**src/rtl/frame_drain_ctrl_if.sv**
```systemverilog
// Bundle of descriptor, packet-memory and transmit signals for frame_drain_ctrl.
// master is the controller side; slave is the environment side.
interface frame_drain_ctrl_if #(
    parameter int pADDR_W = 11
);
    logic               i_desc_empty;
    logic [pADDR_W-1:0] i_desc_addr;
    logic [10:0]        i_desc_len;
    logic               o_desc_rd;
    logic               o_mem_rd;
    logic [pADDR_W-1:0] o_mem_addr;
    logic [7:0]         i_mem_data;
    logic               i_pause;
    logic               o_tx_en;
    logic [7:0]         o_tx_d;
    logic               o_busy;
    logic [15:0]        o_frame_cnt;
    logic [15:0]        o_drop_cnt;

    modport master (
        input  i_desc_empty, i_desc_addr, i_desc_len, i_mem_data, i_pause,
        output o_desc_rd, o_mem_rd, o_mem_addr, o_tx_en, o_tx_d, o_busy,
        output o_frame_cnt, o_drop_cnt
    );

    modport slave (
        output i_desc_empty, i_desc_addr, i_desc_len, i_mem_data, i_pause,
        input  o_desc_rd, o_mem_rd, o_mem_addr, o_tx_en, o_tx_d, o_busy,
        input  o_frame_cnt, o_drop_cnt
    );
endinterface

```
**src/rtl/frame_drain_ctrl.sv**
```systemverilog
// Pops frame descriptors, streams the frame bytes out of packet memory onto a
// GMII-style byte bus, and enforces an inter-frame gap between frames.
module frame_drain_ctrl #(
    parameter int pADDR_W  = 11,
    parameter int pMAX_LEN = 1518,
    parameter int pIFG     = 12
) (
    input  logic                iclk,
    input  logic                i_rst,
    frame_drain_ctrl_if.master  bus
);

    typedef enum logic [1:0] {
        IDLE,
        READ,
        GAP
    } state_t;

    state_t             state;
    state_t             state_nxt;
    logic [pADDR_W-1:0] addr_q;
    logic [10:0]        rem_q;
    logic [15:0]        gap_q;
    logic               rd_d1;
    logic               last_d1;
    logic               tx_en_q;
    logic [7:0]         tx_d_q;
    logic [15:0]        frame_q;
    logic [15:0]        drop_q;

    logic               pop;
    logic               legal;
    logic               mem_rd;
    logic               last_rd;
    logic               gap_done;

    always_ff @(posedge iclk) begin
        if (i_rst) state <= IDLE;
        else       state <= state_nxt;
    end

    always_comb begin
        state_nxt = state;
        pop       = 1'b0;
        legal     = (bus.i_desc_len != 11'd0) &&
                    (int'(bus.i_desc_len) <= pMAX_LEN);
        mem_rd    = (state == READ);
        last_rd   = mem_rd && (rem_q == 11'd1);
        gap_done  = (gap_q == 16'(pIFG - 1));
        unique case (state)
            IDLE: begin
                if (!bus.i_desc_empty && !bus.i_pause) begin
                    pop = 1'b1;
                    if (legal) state_nxt = READ;
                end
            end
            READ: begin
                if (last_rd) state_nxt = (pIFG == 0) ? IDLE : GAP;
            end
            GAP: begin
                if (gap_done) state_nxt = IDLE;
            end
            default: state_nxt = IDLE;
        endcase
        // A pop during reset would silently lose a descriptor
        if (i_rst) pop = 1'b0;
    end

    always_ff @(posedge iclk) begin
        if (i_rst) begin
            addr_q  <= '0;
            rem_q   <= '0;
            gap_q   <= '0;
            rd_d1   <= 1'b0;
            last_d1 <= 1'b0;
            tx_en_q <= 1'b0;
            tx_d_q  <= '0;
            frame_q <= '0;
            drop_q  <= '0;
        end else begin
            rd_d1   <= mem_rd;
            last_d1 <= last_rd;
            tx_en_q <= rd_d1;
            tx_d_q  <= rd_d1 ? bus.i_mem_data : 8'h00;
            // Counts on the edge that puts the last byte on the bus
            if (last_d1) frame_q <= frame_q + 16'd1;
            if (pop) begin
                addr_q <= bus.i_desc_addr;
                rem_q  <= bus.i_desc_len;
                if (!legal) drop_q <= drop_q + 16'd1;
            end else if (mem_rd) begin
                addr_q <= addr_q + 1'b1;
                rem_q  <= rem_q - 11'd1;
            end
            gap_q <= (state == GAP) ? gap_q + 16'd1 : 16'd0;
        end
    end

    assign bus.o_desc_rd   = pop;
    assign bus.o_mem_rd    = mem_rd;
    assign bus.o_mem_addr  = addr_q;
    assign bus.o_tx_en     = tx_en_q;
    assign bus.o_tx_d      = tx_d_q;
    assign bus.o_busy      = (state != IDLE) || rd_d1;
    assign bus.o_frame_cnt = frame_q;
    assign bus.o_drop_cnt  = drop_q;

endmodule

```
**src/flat_wrapper.sv**
```systemverilog
// flat-port wrapper written by rule: the top's interface ports become plain ports
module frame_drain_ctrl_flat 
#(
    parameter int pADDR_W  = 11,
    parameter int pMAX_LEN = 1518,
    parameter int pIFG     = 12
)
  (iclk, i_rst, bus_i_desc_empty, bus_i_desc_addr, bus_i_desc_len, bus_i_mem_data, bus_i_pause, bus_o_desc_rd, bus_o_mem_rd, bus_o_mem_addr, bus_o_tx_en, bus_o_tx_d, bus_o_busy, bus_o_frame_cnt, bus_o_drop_cnt);
  frame_drain_ctrl_if #(.pADDR_W(pADDR_W)) bus_i ();
  input  logic iclk;
  input  logic i_rst;
  input wire logic [$bits(bus_i.i_desc_empty)-1:0] bus_i_desc_empty;
  input wire logic [$bits(bus_i.i_desc_addr)-1:0] bus_i_desc_addr;
  input wire logic [$bits(bus_i.i_desc_len)-1:0] bus_i_desc_len;
  input wire logic [$bits(bus_i.i_mem_data)-1:0] bus_i_mem_data;
  input wire logic [$bits(bus_i.i_pause)-1:0] bus_i_pause;
  output wire logic [$bits(bus_i.o_desc_rd)-1:0] bus_o_desc_rd;
  output wire logic [$bits(bus_i.o_mem_rd)-1:0] bus_o_mem_rd;
  output wire logic [$bits(bus_i.o_mem_addr)-1:0] bus_o_mem_addr;
  output wire logic [$bits(bus_i.o_tx_en)-1:0] bus_o_tx_en;
  output wire logic [$bits(bus_i.o_tx_d)-1:0] bus_o_tx_d;
  output wire logic [$bits(bus_i.o_busy)-1:0] bus_o_busy;
  output wire logic [$bits(bus_i.o_frame_cnt)-1:0] bus_o_frame_cnt;
  output wire logic [$bits(bus_i.o_drop_cnt)-1:0] bus_o_drop_cnt;
  assign bus_i.i_desc_empty = bus_i_desc_empty;
  assign bus_i.i_desc_addr = bus_i_desc_addr;
  assign bus_i.i_desc_len = bus_i_desc_len;
  assign bus_i.i_mem_data = bus_i_mem_data;
  assign bus_i.i_pause = bus_i_pause;
  assign bus_o_desc_rd = bus_i.o_desc_rd;
  assign bus_o_mem_rd = bus_i.o_mem_rd;
  assign bus_o_mem_addr = bus_i.o_mem_addr;
  assign bus_o_tx_en = bus_i.o_tx_en;
  assign bus_o_tx_d = bus_i.o_tx_d;
  assign bus_o_busy = bus_i.o_busy;
  assign bus_o_frame_cnt = bus_i.o_frame_cnt;
  assign bus_o_drop_cnt = bus_i.o_drop_cnt;
  frame_drain_ctrl #(.pADDR_W(pADDR_W), .pMAX_LEN(pMAX_LEN), .pIFG(pIFG)) u_core (.iclk(iclk), .i_rst(i_rst), .bus(bus_i));
endmodule
```
**config.mk**
```make
export PLATFORM = sky130hd
export DESIGN_NAME = frame_drain_ctrl_flat
export DESIGN_NICKNAME = d
export VERILOG_FILES = /design/src/rtl/frame_drain_ctrl_if.sv /design/src/rtl/frame_drain_ctrl.sv /design/src/flat_wrapper.sv
export SDC_FILE = /design/constraint.sdc
export NUM_CORES = 1
export LEC_CHECK = 0
export BUFFER_PORTS_ARGS = -buffer_cell sky130_fd_sc_hd__buf_2
export CAP_MARGIN = 20
export CORE_UTILIZATION = 40
export DETAILED_ROUTE_END_ITERATION = 12
export GPL_TIMING_DRIVEN = 0
export HOLD_SLACK_MARGIN = 0.02
export SETUP_SLACK_MARGIN = 0.2
export SYNTH_ARGS = -nofsm -noshare
export SYNTH_HDL_FRONTEND = slang
export SYNTH_SLANG_ARGS = --single-unit
```
**constraint.sdc**
```tcl
create_clock -name iclk -period 1.7 [get_ports iclk]
set_clock_uncertainty 0.1 [all_clocks]
set_input_delay 0.17 -clock iclk [delete_from_list [all_inputs] [get_ports iclk]]
set_output_delay 0.17 -clock iclk [all_outputs]
set_load 0.02 [all_outputs]
```
==> impl_metrics.xml, run 1 <==
<?xml version="1.0" encoding="UTF-8"?>
<metrics>
  <group name="global_routing">
    <metric name="antenna_found_initial" unit="">0</metric>
    <metric name="grt_start_max_net_pins" unit="">15</metric>
    <metric name="global_route.usage.total" unit="%">22.0</metric>
    <metric name="via_count_of_the_first_global_routing_pass" unit="">3473</metric>
    <metric name="globalRouteOverflowTotal" unit="">0</metric>
    <metric name="first_pass_grt_wire_length" unit="mm">17.0</metric>
  </group>
  <group name="outcome">
    <metric name="run_status" unit="">complete, but fails checks</metric>
    <metric name="failed_checks" unit="">setup timing</metric>
  </group>
  <group name="yosys">
    <metric name="synth-seq-cells" unit="">83</metric>
    <metric name="mean_syn_cell_area" unit="sq um">8.82</metric>
    <metric name="synth.yosys.seq_area_share" unit="%">44.4</metric>
    <metric name="synth_top_flop_cell" unit="">sky130_fd_sc_hd__dfxtp_1</metric>
    <metric name="syn_area" unit="sq um">3740</metric>
    <metric name="synthTopCellsByArea" unit="">sky130_fd_sc_hd__dfxtp_1 44%, sky130_fd_sc_hd__nor2_1 7.2%, sky130_fd_sc_hd__xor2_1 6.6%</metric>
    <metric name="synth_cell_type_count" unit="">48</metric>
    <metric name="synth_top_area_share" unit="%">44.4</metric>
    <metric name="synth_edf_count" unit="">0</metric>
    <metric name="asyncSetResetFlopFracSynth" unit="%">0</metric>
    <metric name="ys.warnings.count" unit="">0</metric>
    <metric name="synthesized_netlist_net_count" unit="">464</metric>
    <metric name="synthesis.instances" unit="">424</metric>
    <metric name="cell_type_contributing_the_most_total_cell_area_after_synthesis" unit="">sky130_fd_sc_hd__dfxtp_1</metric>
  </group>
  <group name="sta">
    <metric name="maxSlewViolCount" unit="">0</metric>
    <metric name="max_clock_freq" unit="GHz">0.505</metric>
    <metric name="hold_violations" unit="">0</metric>
    <metric name="layout_worst_path_cycle_share" unit="%">116</metric>
    <metric name="fin_crit" unit="ns">1.98</metric>
    <metric name="final_critical_path_setup_slack" unit="ns">-0.279</metric>
    <metric name="grt_setup_unrepaired" unit="">true</metric>
    <metric name="final.hold.worst_slack" unit="ns">0.0448</metric>
    <metric name="worstMarginPinSlew" unit="ns">0.719</metric>
    <metric name="worst_slew_margin_rel" unit="%">52.0</metric>
    <metric name="setup_viol" unit="">46</metric>
  </group>
  <group name="drt">
    <metric name="drt-pass1-iter-count" unit="">4</metric>
    <metric name="drcViolationCount" unit="">0</metric>
    <metric name="post_drt_via_cell_ratio" unit="">5.28</metric>
    <metric name="vias" unit="">3649</metric>
    <metric name="drt.antenna.violating_nets" unit="">0</metric>
    <metric name="detail_route.wl_per_cell" unit="um">15.6</metric>
    <metric name="drt_iter0_drc" unit="">114</metric>
    <metric name="routed_wirelength" unit="mm">10.8</metric>
  </group>
  <group name="floorplan">
    <metric name="floorplan.initialDensity" unit="%">42.1</metric>
    <metric name="full_die_area" unit="sq um">9740</metric>
    <metric name="floorplan.die.width" unit="um">98.7</metric>
    <metric name="die_height" unit="um">98.7</metric>
    <metric name="standard_cell_core_area" unit="sq um">8890</metric>
    <metric name="num_rows" unit="">34</metric>
    <metric name="floorplan.io_pins" unit="">89</metric>
  </group>
  <group name="cells_and_area">
    <metric name="antenna_cells_inserted" unit="">0</metric>
    <metric name="utilization_of_the_core_after_routing" unit="%">65.8</metric>
    <metric name="relative_area_change_from_synthesis_to_final_layout" unit="%">56.5</metric>
    <metric name="instances_no_fill" unit="">691</metric>
    <metric name="drive_gt1_share" unit="%">44.8</metric>
    <metric name="filler_cell_count" unit="">750</metric>
    <metric name="nets" unit="">618</metric>
  </group>
  <group name="clock_network">
    <metric name="numCtsBuffers" unit="">9</metric>
    <metric name="clock_path_buffers" unit="">2</metric>
    <metric name="clk_pin_slew_worst_paths" unit="ns">0.09</metric>
    <metric name="clock_sink_count" unit="">83</metric>
    <metric name="worst_skew_pair.late_latency" unit="ns">0.35</metric>
    <metric name="cts_tree" unit="">done</metric>
    <metric name="clock_tree.root_cell" unit="">sky130_fd_sc_hd__clkbuf_8</metric>
    <metric name="htree_num_levels" unit="">3</metric>
  </group>
  <group name="power_and_ir_drop">
    <metric name="vdd_drop_max" unit="mV">0.376</metric>
    <metric name="leakagePower" unit="nW">2.30</metric>
    <metric name="cellPowerDensity" unit="nW/um^2">694</metric>
    <metric name="totalPowerFinal" unit="mW">4.06</metric>
  </group>
  <group name="worst_setup_path">
    <metric name="kind_of_start_point_of_the_critical_path" unit="">flop</metric>
    <metric name="worst-path-buf-inv" unit="">3</metric>
    <metric name="cpMaxStageDelayCell" unit="">sky130_fd_sc_hd__dfxtp_4</metric>
    <metric name="critical_path.cell_chain" unit="">buf_6, buf_6, nor4_4, buf_4, nand4_4, a2111oi_4, xnor2_1, nor2_1</metric>
    <metric name="worstPathRequired" unit="ns">1.82</metric>
    <metric name="critPathMaxStageDelay" unit="ns">0.35</metric>
    <metric name="worst_ep_arrival_time" unit="ns">2.10</metric>
    <metric name="crit_type" unit="">flop to flop</metric>
    <metric name="path_delay_family" unit="">simple AND/OR/NAND/NOR gates</metric>
    <metric name="timing.critical_path.to_type" unit="">flop</metric>
    <metric name="critPathMaxFanout" unit="">6</metric>
    <metric name="crit_path_frequent_cell" unit="">sky130_fd_sc_hd__buf_6</metric>
  </group>
  <group name="job">
    <metric name="cap_viol_max_count" unit="">0</metric>
  </group>
  <group name="hold_path">
    <metric name="worstHoldPathType" unit="">input pin to flop</metric>
  </group>
  <group name="placed_design">
    <metric name="io_buffer_count" unit="">87</metric>
    <metric name="detailed_place_hpwl" unit="mm">6.55</metric>
    <metric name="cells_after_dpl" unit="">619</metric>
    <metric name="gp_congestion" unit="">0.809</metric>
  </group>
</metrics>
==> worst min-delay path: cells and delay by family <==
kind,cells,cell delay (ns)
AOI/OAI and AO/OA,1,0.05
and+or+nand+nor,1,0.10
buffers and inverters,1,0.14
==> cells in the mapped netlist, types with 2 or more instances <==
library cell,number
sky130_fd_sc_hd__clkbuf_1,21
sky130_fd_sc_hd__mux2_2,2
sky130_fd_sc_hd__mux2i_1,2
sky130_fd_sc_hd__a2111oi_2,3
sky130_fd_sc_hd__nor4_1,8
sky130_fd_sc_hd__a21oi_1,15
sky130_fd_sc_hd__nand3_1,22
sky130_fd_sc_hd__o21ai_0,6
sky130_fd_sc_hd__o211ai_1,2
sky130_fd_sc_hd__nor2b_1,3
sky130_fd_sc_hd__and3_1,10
sky130_fd_sc_hd__inv_1,11
sky130_fd_sc_hd__xnor2_1,20
sky130_fd_sc_hd__xor2_1,28
sky130_fd_sc_hd__a311oi_1,2
sky130_fd_sc_hd__ha_1,6
sky130_fd_sc_hd__nand4_1,11
sky130_fd_sc_hd__nand2_1,23
sky130_fd_sc_hd__and2_1,11
sky130_fd_sc_hd__and4_1,9
sky130_fd_sc_hd__dfxtp_1,83
sky130_fd_sc_hd__a31oi_1,2
sky130_fd_sc_hd__a22oi_1,4
sky130_fd_sc_hd__or3_1,2
sky130_fd_sc_hd__nor2_1,72
sky130_fd_sc_hd__nor3_1,9
sky130_fd_sc_hd__a211oi_1,16
==> worst paths after layout <==
| path | from | slack [ns] | end | depth (start not counted) |
|---|---|---|---|---|
| min | bus_i_desc_len[3] | 0.04 | u_core.rem_q[3] | 3 |
| min reg2reg | u_core.gap_q[0] | 0.35 | u_core.gap_q[0] | 1 |
| max | u_core.state[1] | -0.28 | u_core.bus.o_drop_cnt[15] | 8 |
| max reg2reg | u_core.state[1] | -0.28 | u_core.bus.o_drop_cnt[15] | 8 |
==> kinds of logic after synthesis <==
kind of cell	Yosys count	share of synthesized area, %
AO/OA/AOI/OAI	60	11.9
XOR/XNOR	48	11.2
adder cells (fa/ha/maj)	6	2.01
buffers and inverters	34	3.45
flip-flops	83	44.4
multiplexers	5	1.44
AND/OR/NAND/NOR	188	25.5
==> flip-flops by register name, summed over array words and instances, names as in the netlist <==
signal	flops
u_core.gap_q	16
u_core.bus.o_mem_addr	11
u_core.state	2
u_core.bus.o_frame_cnt	16
u_core.rem_q	11
u_core.last_d1	1
u_core.bus.o_drop_cnt	16
u_core.bus.o_tx_en	1
u_core.bus.o_tx_d	8
u_core.rd_d1	1
==> metal layers <==
layer  global-route usage [%]  part of all wire, %  vias to the layer above
li1                         -                    -                     1801
met1                     25.1                   41                     1755
met3                     5.39                  4.3                       14
met5                        0                    0                        -
met2                     41.0                   53                       79
met4                     5.74                  1.5                        0
==> repair_timing <==
action | 4_1_cts | 5_1_grt
endpoints found under the setup margin | 64 | 68
cloned | 3 | 0
hold buffers | 21 | 2
endpoints found under the hold margin | 21 | 2
pin swaps | 30 | 33
buffers inserted | 23 | 7
resized for setup | 109 | 65
==> cell type report <==
| class | count | area [sq um] | share of cell area (%) |
|---|---|---|---|
| tap | 108 | 135 | 2.31 |
| multi-input combinational | 307 | 2520 | 43.1 |
| sequential | 83 | 1710 | 29.2 |
| clock inverter | 5 | 38.8 | 0.663 |
| inverter | 11 | 46.3 | 0.791 |
| timing repair buffer | 143 | 1040 | 17.7 |
| buffer | 23 | 235 | 4.02 |
| clock buffer | 11 | 131 | 2.24 |
==> power by group <==
group          internal (mW)  leakage (nW)  switching (mW)  total, mW
Clock                  0.541        0.0839           0.745       1.29
Sequential              1.99         0.686          0.0688       2.06
Combinational          0.353          1.53           0.363      0.716
==> per-stage QoR <==
| step | area (sq um) | setup WS, ns | setup TNS (ns) |
|---|---|---|---|
| 2_1_floorplan | 3970 | 0.0435 | 0 |
| 3_3_place_gp | 4540 | -0.276 | -2.96 |
| 3_5_place_dp | 4540 | -0.252 | -3.39 |
| 4_1_cts | 5560 | -0.288 | -4.27 |
| 5_1_grt | 5850 | -0.341 | -8.89 |
| 6_report | 5850 | -0.279 | -6.50 |
==> cell usage in the layout, fill, tap and decap left out, types with 4 or more instances in the layout <==
master and count:
sky130_fd_sc_hd__a211oi_1 7, sky130_fd_sc_hd__a211oi_2 9, sky130_fd_sc_hd__a21oi_1 8, sky130_fd_sc_hd__a21oi_2 5, sky130_fd_sc_hd__a22oi_2 4, sky130_fd_sc_hd__and2_1 10
sky130_fd_sc_hd__and3_1 9, sky130_fd_sc_hd__and4_1 5, sky130_fd_sc_hd__and4_4 4, sky130_fd_sc_hd__buf_2 84, sky130_fd_sc_hd__buf_4 17, sky130_fd_sc_hd__buf_6 14
sky130_fd_sc_hd__buf_8 6, sky130_fd_sc_hd__clkbuf_1 9, sky130_fd_sc_hd__clkbuf_16 4, sky130_fd_sc_hd__clkbuf_2 4, sky130_fd_sc_hd__clkbuf_8 11, sky130_fd_sc_hd__dfxtp_1 61
sky130_fd_sc_hd__dfxtp_2 14, sky130_fd_sc_hd__dfxtp_4 8, sky130_fd_sc_hd__dlygate4sd3_1 23, sky130_fd_sc_hd__ha_1 4, sky130_fd_sc_hd__inv_1 10, sky130_fd_sc_hd__nand2_1 20
sky130_fd_sc_hd__nand3_1 17, sky130_fd_sc_hd__nand4_1 11, sky130_fd_sc_hd__nor2_1 45, sky130_fd_sc_hd__nor2_2 4, sky130_fd_sc_hd__nor2_4 23, sky130_fd_sc_hd__nor3_1 7
sky130_fd_sc_hd__nor4_4 4, sky130_fd_sc_hd__o21ai_2 4, sky130_fd_sc_hd__xnor2_1 20, sky130_fd_sc_hd__xor2_1 28
No activity file was read; power rests on OpenSTA's default activity.
==> inputs of run 2 (changes only) <==
--- a/config.mk
+++ b/config.mk
@@ -5,6 +5,7 @@
 export SDC_FILE = /design/constraint.sdc
 export NUM_CORES = 1
 export LEC_CHECK = 0
+export ABC_AREA = 1
 export BUFFER_PORTS_ARGS = -buffer_cell sky130_fd_sc_hd__buf_2
 export CAP_MARGIN = 20
 export CORE_UTILIZATION = 40
==> impl_metrics.xml, run 2 <==
<?xml version="1.0" encoding="UTF-8"?>
<metrics>
  <group name="cells_and_area">
    <metric name="final_common_cell" unit="">sky130_fd_sc_hd__nand2_1</metric>
    <metric name="utilization_of_the_core_after_routing" unit="%">56.4</metric>
    <metric name="drive_gt1_share" unit="%">28.0</metric>
    <metric name="antenna_cells_inserted" unit="">0</metric>
    <metric name="multi_input_comb_area" unit="sq um">2480</metric>
    <metric name="instances_no_fill" unit="">946</metric>
    <metric name="filler_cell_count" unit="">1021</metric>
    <metric name="final_cell_mix" unit="">155 x sky130_fd_sc_hd__nand2_1, 89 x sky130_fd_sc_hd__inv_1, 88 x sky130_fd_sc_hd__buf_2</metric>
    <metric name="nets" unit="">845</metric>
    <metric name="area_of_all_sequential_standard_cells" unit="sq um">1730</metric>
    <metric name="relative_area_change_from_synthesis_to_final_layout" unit="%">34.7</metric>
  </group>
  <group name="sta">
    <metric name="worst_slew_margin_rel" unit="%">49.3</metric>
    <metric name="grt_setup_unrepaired" unit="">true</metric>
    <metric name="layout_worst_path_cycle_share" unit="%">90.0</metric>
    <metric name="maxSlewViolCount" unit="">0</metric>
    <metric name="hold_violations" unit="">0</metric>
    <metric name="worstMarginPinSlew" unit="ns">0.761</metric>
    <metric name="fin_crit" unit="ns">1.53</metric>
    <metric name="max_clock_freq" unit="GHz">0.653</metric>
    <metric name="setup_viol" unit="">0</metric>
  </group>
  <group name="floorplan">
    <metric name="floorplan.io_pins" unit="">89</metric>
    <metric name="floorplan.initialDensity" unit="%">41.9</metric>
    <metric name="standard_cell_core_area" unit="sq um">10500</metric>
    <metric name="floorplan.die.width" unit="um">107</metric>
    <metric name="full_die_area" unit="sq um">11400</metric>
    <metric name="num_rows" unit="">37</metric>
    <metric name="die_height" unit="um">107</metric>
  </group>
  <group name="global_routing">
    <metric name="routing_usage_on_met1" unit="%">28.2</metric>
    <metric name="antenna_found_initial" unit="">0</metric>
    <metric name="via_count_of_the_first_global_routing_pass" unit="">4144</metric>
    <metric name="global_route.usage.total" unit="%">21.8</metric>
    <metric name="first_pass_grt_wire_length" unit="mm">19.7</metric>
    <metric name="grt_start_max_net_pins" unit="">16</metric>
    <metric name="grt.met3_usage" unit="%">3.83</metric>
    <metric name="grtUsageMet2" unit="%">37.3</metric>
    <metric name="globalRoute.busiestLayer" unit="">met2</metric>
    <metric name="globalRouteOverflowTotal" unit="">0</metric>
  </group>
  <group name="clock_network">
    <metric name="htree_num_levels" unit="">3</metric>
    <metric name="clock_tree.root_cell" unit="">sky130_fd_sc_hd__clkbuf_8</metric>
    <metric name="clock_sink_count" unit="">83</metric>
    <metric name="clock_path_buffers" unit="">2</metric>
    <metric name="numCtsBuffers" unit="">9</metric>
    <metric name="cts_tree" unit="">done</metric>
    <metric name="clk_pin_slew_worst_paths" unit="ns">0.09</metric>
    <metric name="worst_skew_pair.late_latency" unit="ns">0.36</metric>
  </group>
  <group name="outcome">
    <metric name="run_status" unit="">completed</metric>
  </group>
  <group name="worst_setup_path">
    <metric name="path_delay_family" unit="">buffers and inverters</metric>
    <metric name="kind_of_start_point_of_the_critical_path" unit="">flop</metric>
    <metric name="critPathMaxFanout" unit="">9</metric>
    <metric name="crit_type" unit="">flop to flop</metric>
    <metric name="worstPathRequired" unit="ns">1.87</metric>
    <metric name="worst-path-buf-inv" unit="">4</metric>
    <metric name="timing.critical_path.to_type" unit="">flop</metric>
    <metric name="cpMaxStageDelayCell" unit="">sky130_fd_sc_hd__dfxtp_4</metric>
    <metric name="critPathMaxStageDelay" unit="ns">0.36</metric>
    <metric name="critical_path.cell_chain" unit="">nor2_4, nand3_4, inv_4, buf_6, buf_4, buf_4, nand2_1, a31oi_1</metric>
    <metric name="worst_ep_arrival_time" unit="ns">1.70</metric>
    <metric name="crit_path_frequent_cell" unit="">sky130_fd_sc_hd__buf_4</metric>
  </group>
  <group name="placed_design">
    <metric name="io_buffer_count" unit="">88</metric>
    <metric name="gp_congestion" unit="">0.840</metric>
    <metric name="detailed_place_hpwl" unit="mm">8.62</metric>
    <metric name="cells_after_dpl" unit="">892</metric>
  </group>
  <group name="drt">
    <metric name="drt-pass1-iter-count" unit="">4</metric>
    <metric name="detail_route.wl_per_cell" unit="um">13.2</metric>
    <metric name="drt.antenna.violating_nets" unit="">0</metric>
    <metric name="drcViolationCount" unit="">0</metric>
    <metric name="post_drt_via_cell_ratio" unit="">5.02</metric>
    <metric name="routed_wirelength" unit="mm">12.5</metric>
    <metric name="drt_iter0_drc" unit="">204</metric>
    <metric name="vias" unit="">4748</metric>
  </group>
  <group name="yosys">
    <metric name="post_synth_most_frequent_cells" unit="">162 x sky130_fd_sc_hd__nand2_1, 94 x sky130_fd_sc_hd__inv_1, 83 x sky130_fd_sc_hd__dfxtp_1</metric>
    <metric name="synth_top_flop_cell" unit="">sky130_fd_sc_hd__dfxtp_1</metric>
    <metric name="synth_edf_count" unit="">0</metric>
    <metric name="asyncSetResetFlopFracSynth" unit="%">0</metric>
    <metric name="synthesis.instances" unit="">668</metric>
    <metric name="post_synth_fa_ha_maj_area_fraction" unit="%">1.71</metric>
    <metric name="synthMostInstantiatedCell" unit="">sky130_fd_sc_hd__nand2_1</metric>
    <metric name="synthesized_netlist_net_count" unit="">708</metric>
    <metric name="cell_type_contributing_the_most_total_cell_area_after_synthesis" unit="">sky130_fd_sc_hd__dfxtp_1</metric>
    <metric name="synth_cell_type_count" unit="">35</metric>
    <metric name="synth_top_area_share" unit="%">37.9</metric>
    <metric name="largest_family_of_logic_cells_by_synthesized_area" unit="">simple AND/OR/NAND/NOR gates</metric>
    <metric name="synthTopCellsByArea" unit="">sky130_fd_sc_hd__dfxtp_1 38%, sky130_fd_sc_hd__nand2_1 14%, sky130_fd_sc_hd__inv_1 8.1%</metric>
    <metric name="synth_xor_area_share" unit="%">2.40</metric>
    <metric name="synth_simple_gate_area_share" unit="%">34.5</metric>
    <metric name="ys.warnings.count" unit="">0</metric>
    <metric name="synth.yosys.seq_area_share" unit="%">37.9</metric>
    <metric name="mean_syn_cell_area" unit="sq um">6.56</metric>
    <metric name="mux_share_of_post_synthesis_cell_area" unit="%">0</metric>
    <metric name="synth_compound_gate_area_share" unit="%">12.9</metric>
    <metric name="synth-seq-cells" unit="">83</metric>
    <metric name="syn_area" unit="sq um">4380</metric>
  </group>
  <group name="power_and_ir_drop">
    <metric name="vdd_drop_max" unit="mV">0.349</metric>
    <metric name="cellPowerDensity" unit="nW/um^2">744</metric>
    <metric name="leakagePower" unit="nW">2.49</metric>
  </group>
  <group name="job">
    <metric name="cap_viol_max_count" unit="">0</metric>
  </group>
  <group name="hold_path">
    <metric name="worstHoldPathType" unit="">input pin to flop</metric>
  </group>
</metrics>
run 2: cell types whose count changed after synthesis, sizes merged, moves of 10 or more:
cell,delta
a21oi,+33
clkbuf,-14
o21ai,+32
xor2,-19
inv,+85
nand2,+143
xnor2,-17
nor2,+17
a211oi,-14
and2,-10
nand3,+33
run 2: routing by layer:
layer | share of wire (%) | vias up
met5 | 0 | -
met4 | 1.3 | 0
met3 | 5.2 | 14
met2 | 49 | 133
met1 | 45 | 2178
li1 | - | 2423
run 2: through the flow:
| step | worst slack, ns | instance area [sq um] | total power [mW] | TNS [ns] | hold WS (ns) |
|---|---|---|---|---|---|
| 6_report | 0.169 | 5900 | 4.39 | 0 | 0.0276 |
| 2_1_floorplan | 0.220 | 4390 | 2.44 | 0 | 0.153 |
| 4_1_cts | 0.179 | 5600 | 4.36 | 0 | 0.0202 |
| 3_5_place_dp | -0.0289 | 5000 | 2.63 | -0.0560 | 0.295 |
| 3_3_place_gp | 0.0134 | 5000 | 2.62 | 0 | 0.287 |
| 5_1_grt | 0.0932 | 5900 | 4.59 | 0 | 0.0455 |
run 2: path summary, 6_finish.rpt:
kind | start | end | slack (ns) | depth (start not counted)
worst max-delay path | u_core.state[0] | u_core.rem_q[1] | 0.17 | 8
worst min-delay path | bus_i_desc_addr[7] | u_core.bus.o_mem_addr[7] | 0.03 | 5
worst max register to register | u_core.state[0] | u_core.rem_q[1] | 0.17 | 8
worst min register to register | u_core.gap_q[0] | u_core.gap_q[0] | 0.36 | 1
run 2: report_power, final:
part           total, mW  internal, mW  switching [mW]  leakage [nW]
registers           2.05          1.99          0.0558         0.690
logic              0.721         0.291           0.430          1.69
clock network       1.62         0.838           0.782         0.110
total               4.39          3.12            1.27          2.49
run 2: cell type report:
cell class | instances | share of cell area (%)
timing repair buffer | 126 | 13.5
clock inverter | 7 | 1.67
clock buffer | 9 | 2.10
inverter | 96 | 6.15
buffer | 18 | 2.44
sequential | 83 | 29.3
tap | 136 | 2.88
multi-input combinational | 471 | 42.0
run 2: worst reg2reg max path: stages, from the launching register on:
cell,delay (ns)
sky130_fd_sc_hd__dfxtp_4,0.36
sky130_fd_sc_hd__nor2_4,0.14
sky130_fd_sc_hd__nand3_4,0.12
sky130_fd_sc_hd__inv_4,0.09
sky130_fd_sc_hd__buf_6,0.10
sky130_fd_sc_hd__buf_4,0.10
sky130_fd_sc_hd__buf_4,0.16
sky130_fd_sc_hd__nand2_1,0.08
sky130_fd_sc_hd__a31oi_1,0.20
run 2: timing repair:
action | in CTS | in global routing
resized for setup | 38 | 80
buffers inserted | 10 | 10
endpoints found under the setup margin | 19 | 46
pin swaps | 7 | 25
hold buffers | 16 | 0
cloned | 0 | 2
endpoints found under the hold margin | 16 | 0
run 2: cell families (layout without fill, tap and decap cells):
logic type      count (synthesis)  in the layout
simple gates                  348            348
fa+ha+maj                       6              6
flops                          83             83
compound gates                105            105
buf+inv                       114            256
xor+xnor                       12             12
==> inputs of run 3 (changes only) <==
--- a/config.mk
+++ b/config.mk
@@ -6,13 +6,13 @@
 export NUM_CORES = 1
 export LEC_CHECK = 0
 export ABC_AREA = 1
-export BUFFER_PORTS_ARGS = -buffer_cell sky130_fd_sc_hd__buf_2
+export BUFFER_PORTS_ARGS = -buffer_cell sky130_fd_sc_hd__buf_4
 export CAP_MARGIN = 20
 export CORE_UTILIZATION = 40
 export DETAILED_ROUTE_END_ITERATION = 12
 export GPL_TIMING_DRIVEN = 0
 export HOLD_SLACK_MARGIN = 0.02
-export SETUP_SLACK_MARGIN = 0.2
+export SETUP_SLACK_MARGIN = 0.05
 export SYNTH_ARGS = -nofsm -noshare
 export SYNTH_HDL_FRONTEND = slang
 export SYNTH_SLANG_ARGS = --single-unit
==> impl_metrics.xml, run 3 (synthesized netlist as in run 2, its figures left out) <==
<?xml version="1.0" encoding="UTF-8"?>
<metrics>
  <group name="placed_design">
    <metric name="placedInstanceArea" unit="sq um">5210</metric>
    <metric name="gp_congestion" unit="">0.847</metric>
    <metric name="io_buffer_count" unit="">88</metric>
    <metric name="dpl_worst_slack" unit="ns">-0.00637</metric>
    <metric name="cells_after_dpl" unit="">892</metric>
    <metric name="detailed_place_hpwl" unit="mm">8.81</metric>
  </group>
  <group name="cells_and_area">
    <metric name="drive_gt1_share" unit="%">20.9</metric>
    <metric name="instances_no_fill" unit="">926</metric>
    <metric name="nets" unit="">825</metric>
    <metric name="final_design_area_no_fill" unit="sq um">5690</metric>
    <metric name="relative_area_change_from_synthesis_to_final_layout" unit="%">29.8</metric>
    <metric name="antenna_cells_inserted" unit="">0</metric>
    <metric name="final_common_cell" unit="">sky130_fd_sc_hd__nand2_1</metric>
    <metric name="final_cell_mix" unit="">159 x sky130_fd_sc_hd__nand2_1, 96 x sky130_fd_sc_hd__buf_4, 92 x sky130_fd_sc_hd__inv_1</metric>
    <metric name="utilization_of_the_core_after_routing" unit="%">54.4</metric>
  </group>
  <group name="sta">
    <metric name="grt_setup_unrepaired" unit="">true</metric>
    <metric name="final_critical_path_setup_slack" unit="ns">0.117</metric>
    <metric name="maxSlewViolCount" unit="">0</metric>
    <metric name="hold_violations" unit="">0</metric>
    <metric name="setup_viol" unit="">0</metric>
    <metric name="layout_worst_path_cycle_share" unit="%">93.1</metric>
    <metric name="fin_crit" unit="ns">1.58</metric>
    <metric name="final.hold.worst_slack" unit="ns">0.0256</metric>
    <metric name="worst_slew_margin_rel" unit="%">52.3</metric>
    <metric name="final.setup.tns" unit="ns">0</metric>
    <metric name="worstMarginPinSlew" unit="ns">0.716</metric>
    <metric name="max_clock_freq" unit="GHz">0.632</metric>
  </group>
  <group name="worst_setup_path">
    <metric name="crit_type" unit="">flop to output port</metric>
    <metric name="path_delay_family" unit="">flip-flops</metric>
    <metric name="worst_ep_arrival_time" unit="ns">1.31</metric>
    <metric name="worstPathRequired" unit="ns">1.43</metric>
    <metric name="cpMaxStageDelayCell" unit="">sky130_fd_sc_hd__dfxtp_2</metric>
    <metric name="critical_path.cell_chain" unit="">nor2_4, nand3_4, inv_4, buf_8, buf_4</metric>
    <metric name="timing.critical_path.to_type" unit="">output port</metric>
    <metric name="critPathMaxStageDelay" unit="ns">0.36</metric>
    <metric name="worst-path-buf-inv" unit="">3</metric>
    <metric name="critPathMaxFanout" unit="">10</metric>
    <metric name="kind_of_start_point_of_the_critical_path" unit="">flop</metric>
  </group>
  <group name="outcome">
    <metric name="run_status" unit="">completed</metric>
  </group>
  <group name="global_routing">
    <metric name="globalRouteOverflowTotal" unit="">0</metric>
    <metric name="grt_start_max_net_pins" unit="">14</metric>
    <metric name="first_pass_grt_wire_length" unit="mm">20.1</metric>
    <metric name="antenna_found_initial" unit="">0</metric>
    <metric name="via_count_of_the_first_global_routing_pass" unit="">4265</metric>
    <metric name="global_route.usage.total" unit="%">22.1</metric>
  </group>
  <group name="floorplan">
    <metric name="floorplan.die.width" unit="um">107</metric>
    <metric name="die_height" unit="um">107</metric>
    <metric name="standard_cell_core_area" unit="sq um">10500</metric>
    <metric name="floorplan.io_pins" unit="">89</metric>
    <metric name="num_rows" unit="">37</metric>
    <metric name="full_die_area" unit="sq um">11400</metric>
    <metric name="floorplan.initialDensity" unit="%">41.9</metric>
  </group>
  <group name="drt">
    <metric name="detail_route.wl_per_cell" unit="um">13.2</metric>
    <metric name="drt.antenna.violating_nets" unit="">0</metric>
    <metric name="drcViolationCount" unit="">0</metric>
    <metric name="drt-pass1-iter-count" unit="">5</metric>
    <metric name="post_drt_via_cell_ratio" unit="">4.99</metric>
    <metric name="routed_wirelength" unit="mm">12.2</metric>
    <metric name="vias" unit="">4621</metric>
    <metric name="drt_iter0_drc" unit="">165</metric>
  </group>
  <group name="clock_network">
    <metric name="clock_path_buffers" unit="">2</metric>
    <metric name="htree_num_levels" unit="">3</metric>
    <metric name="clock_sink_count" unit="">83</metric>
    <metric name="clk_pin_slew_worst_paths" unit="ns">0.10</metric>
    <metric name="cts_tree" unit="">done</metric>
    <metric name="clock_tree.root_cell" unit="">sky130_fd_sc_hd__clkbuf_8</metric>
    <metric name="numCtsBuffers" unit="">9</metric>
    <metric name="worst_skew_pair.late_latency" unit="ns">0.36</metric>
  </group>
  <group name="power_and_ir_drop">
    <metric name="totalPowerFinal" unit="mW">4.06</metric>
    <metric name="cellPowerDensity" unit="nW/um^2">714</metric>
    <metric name="leakagePower" unit="nW">2.34</metric>
    <metric name="vdd_drop_max" unit="mV">0.332</metric>
  </group>
  <group name="hold_path">
    <metric name="worstHoldPathType" unit="">input pin to flop</metric>
  </group>
  <group name="job">
    <metric name="cap_viol_max_count" unit="">0</metric>
  </group>
</metrics>
[run 3: cell count changes in the layout (fill, tap and decap cells not counted), moves of 4 or more]
cell	previous run	this run
sky130_fd_sc_hd__nor2_1	70	75
sky130_fd_sc_hd__buf_2	88	3
sky130_fd_sc_hd__dfxtp_4	11	0
sky130_fd_sc_hd__buf_6	7	3
sky130_fd_sc_hd__buf_4	23	96
sky130_fd_sc_hd__dfxtp_1	51	75
sky130_fd_sc_hd__dfxtp_2	21	8
sky130_fd_sc_hd__nand2_1	155	159
[run 3: final timing paths]
path,slack (ns),startpoint,depth (start not counted),to
worst max-delay path,0.12,u_core.state[0],5,bus_o_desc_rd
worst min register to register,0.36,u_core.rd_d1,2,u_core.bus.o_tx_en
worst max register to register,0.13,u_core.bus.o_mem_addr[1],7,u_core.bus.o_mem_addr[8]
worst min-delay path,0.03,bus_i_desc_len[4],3,u_core.rem_q[4]
[run 3: what timing repair did]
item | CTS | global route
hold buffers | 12 | 1
setup buffers | 2 | 3
resized for setup | 13 | 29
endpoints found under the hold margin | 12 | 1
pin swaps | 4 | 3
endpoints found under the setup margin | 5 | 21
[run 3: metal layers]
metal | up-vias | global-route usage [%] | routed length, um
met1 | 2093 | 29.0 | 5750
met3 | 20 | 2.86 | 571
met5 | - | 0 | 0
met4 | 0 | 8.41 | 215
li1 | 2371 | - | -
met2 | 137 | 36.8 | 5690
[run 3: worst register-to-register path, delay by kind of cell (launching register included)]
family | cells | cell delay [ns]
AOI/OAI and AO/OA | 2 | 0.26
and+or+nand+nor | 3 | 0.40
buffers and inverters | 1 | 0.07
adders and majority gates | 1 | 0.27
DFF | 1 | 0.42
[run 3: power by group]
| group | internal [mW] | switching [mW] | total [mW] |
|---|---|---|---|
| Clock | 0.617 | 0.736 | 1.35 |
| Sequential | 2.00 | 0.0525 | 2.06 |
| Combinational | 0.265 | 0.392 | 0.657 |
| Total | 2.88 | 1.18 | 4.06 |
[run 3: area by class of cell]
cell class / count / area [sq um]
Clock buffer: 13 / 159
Inverter: 96 / 363
Tap cell: 136 / 170
Sequential cell: 83 / 1670
Timing Repair Buffer: 106 / 828
Clock inverter: 3 / 21.3
Multi-Input combinational cell: 471 / 2360
Buffer: 18 / 120
Fill cell: 1052 / 4770
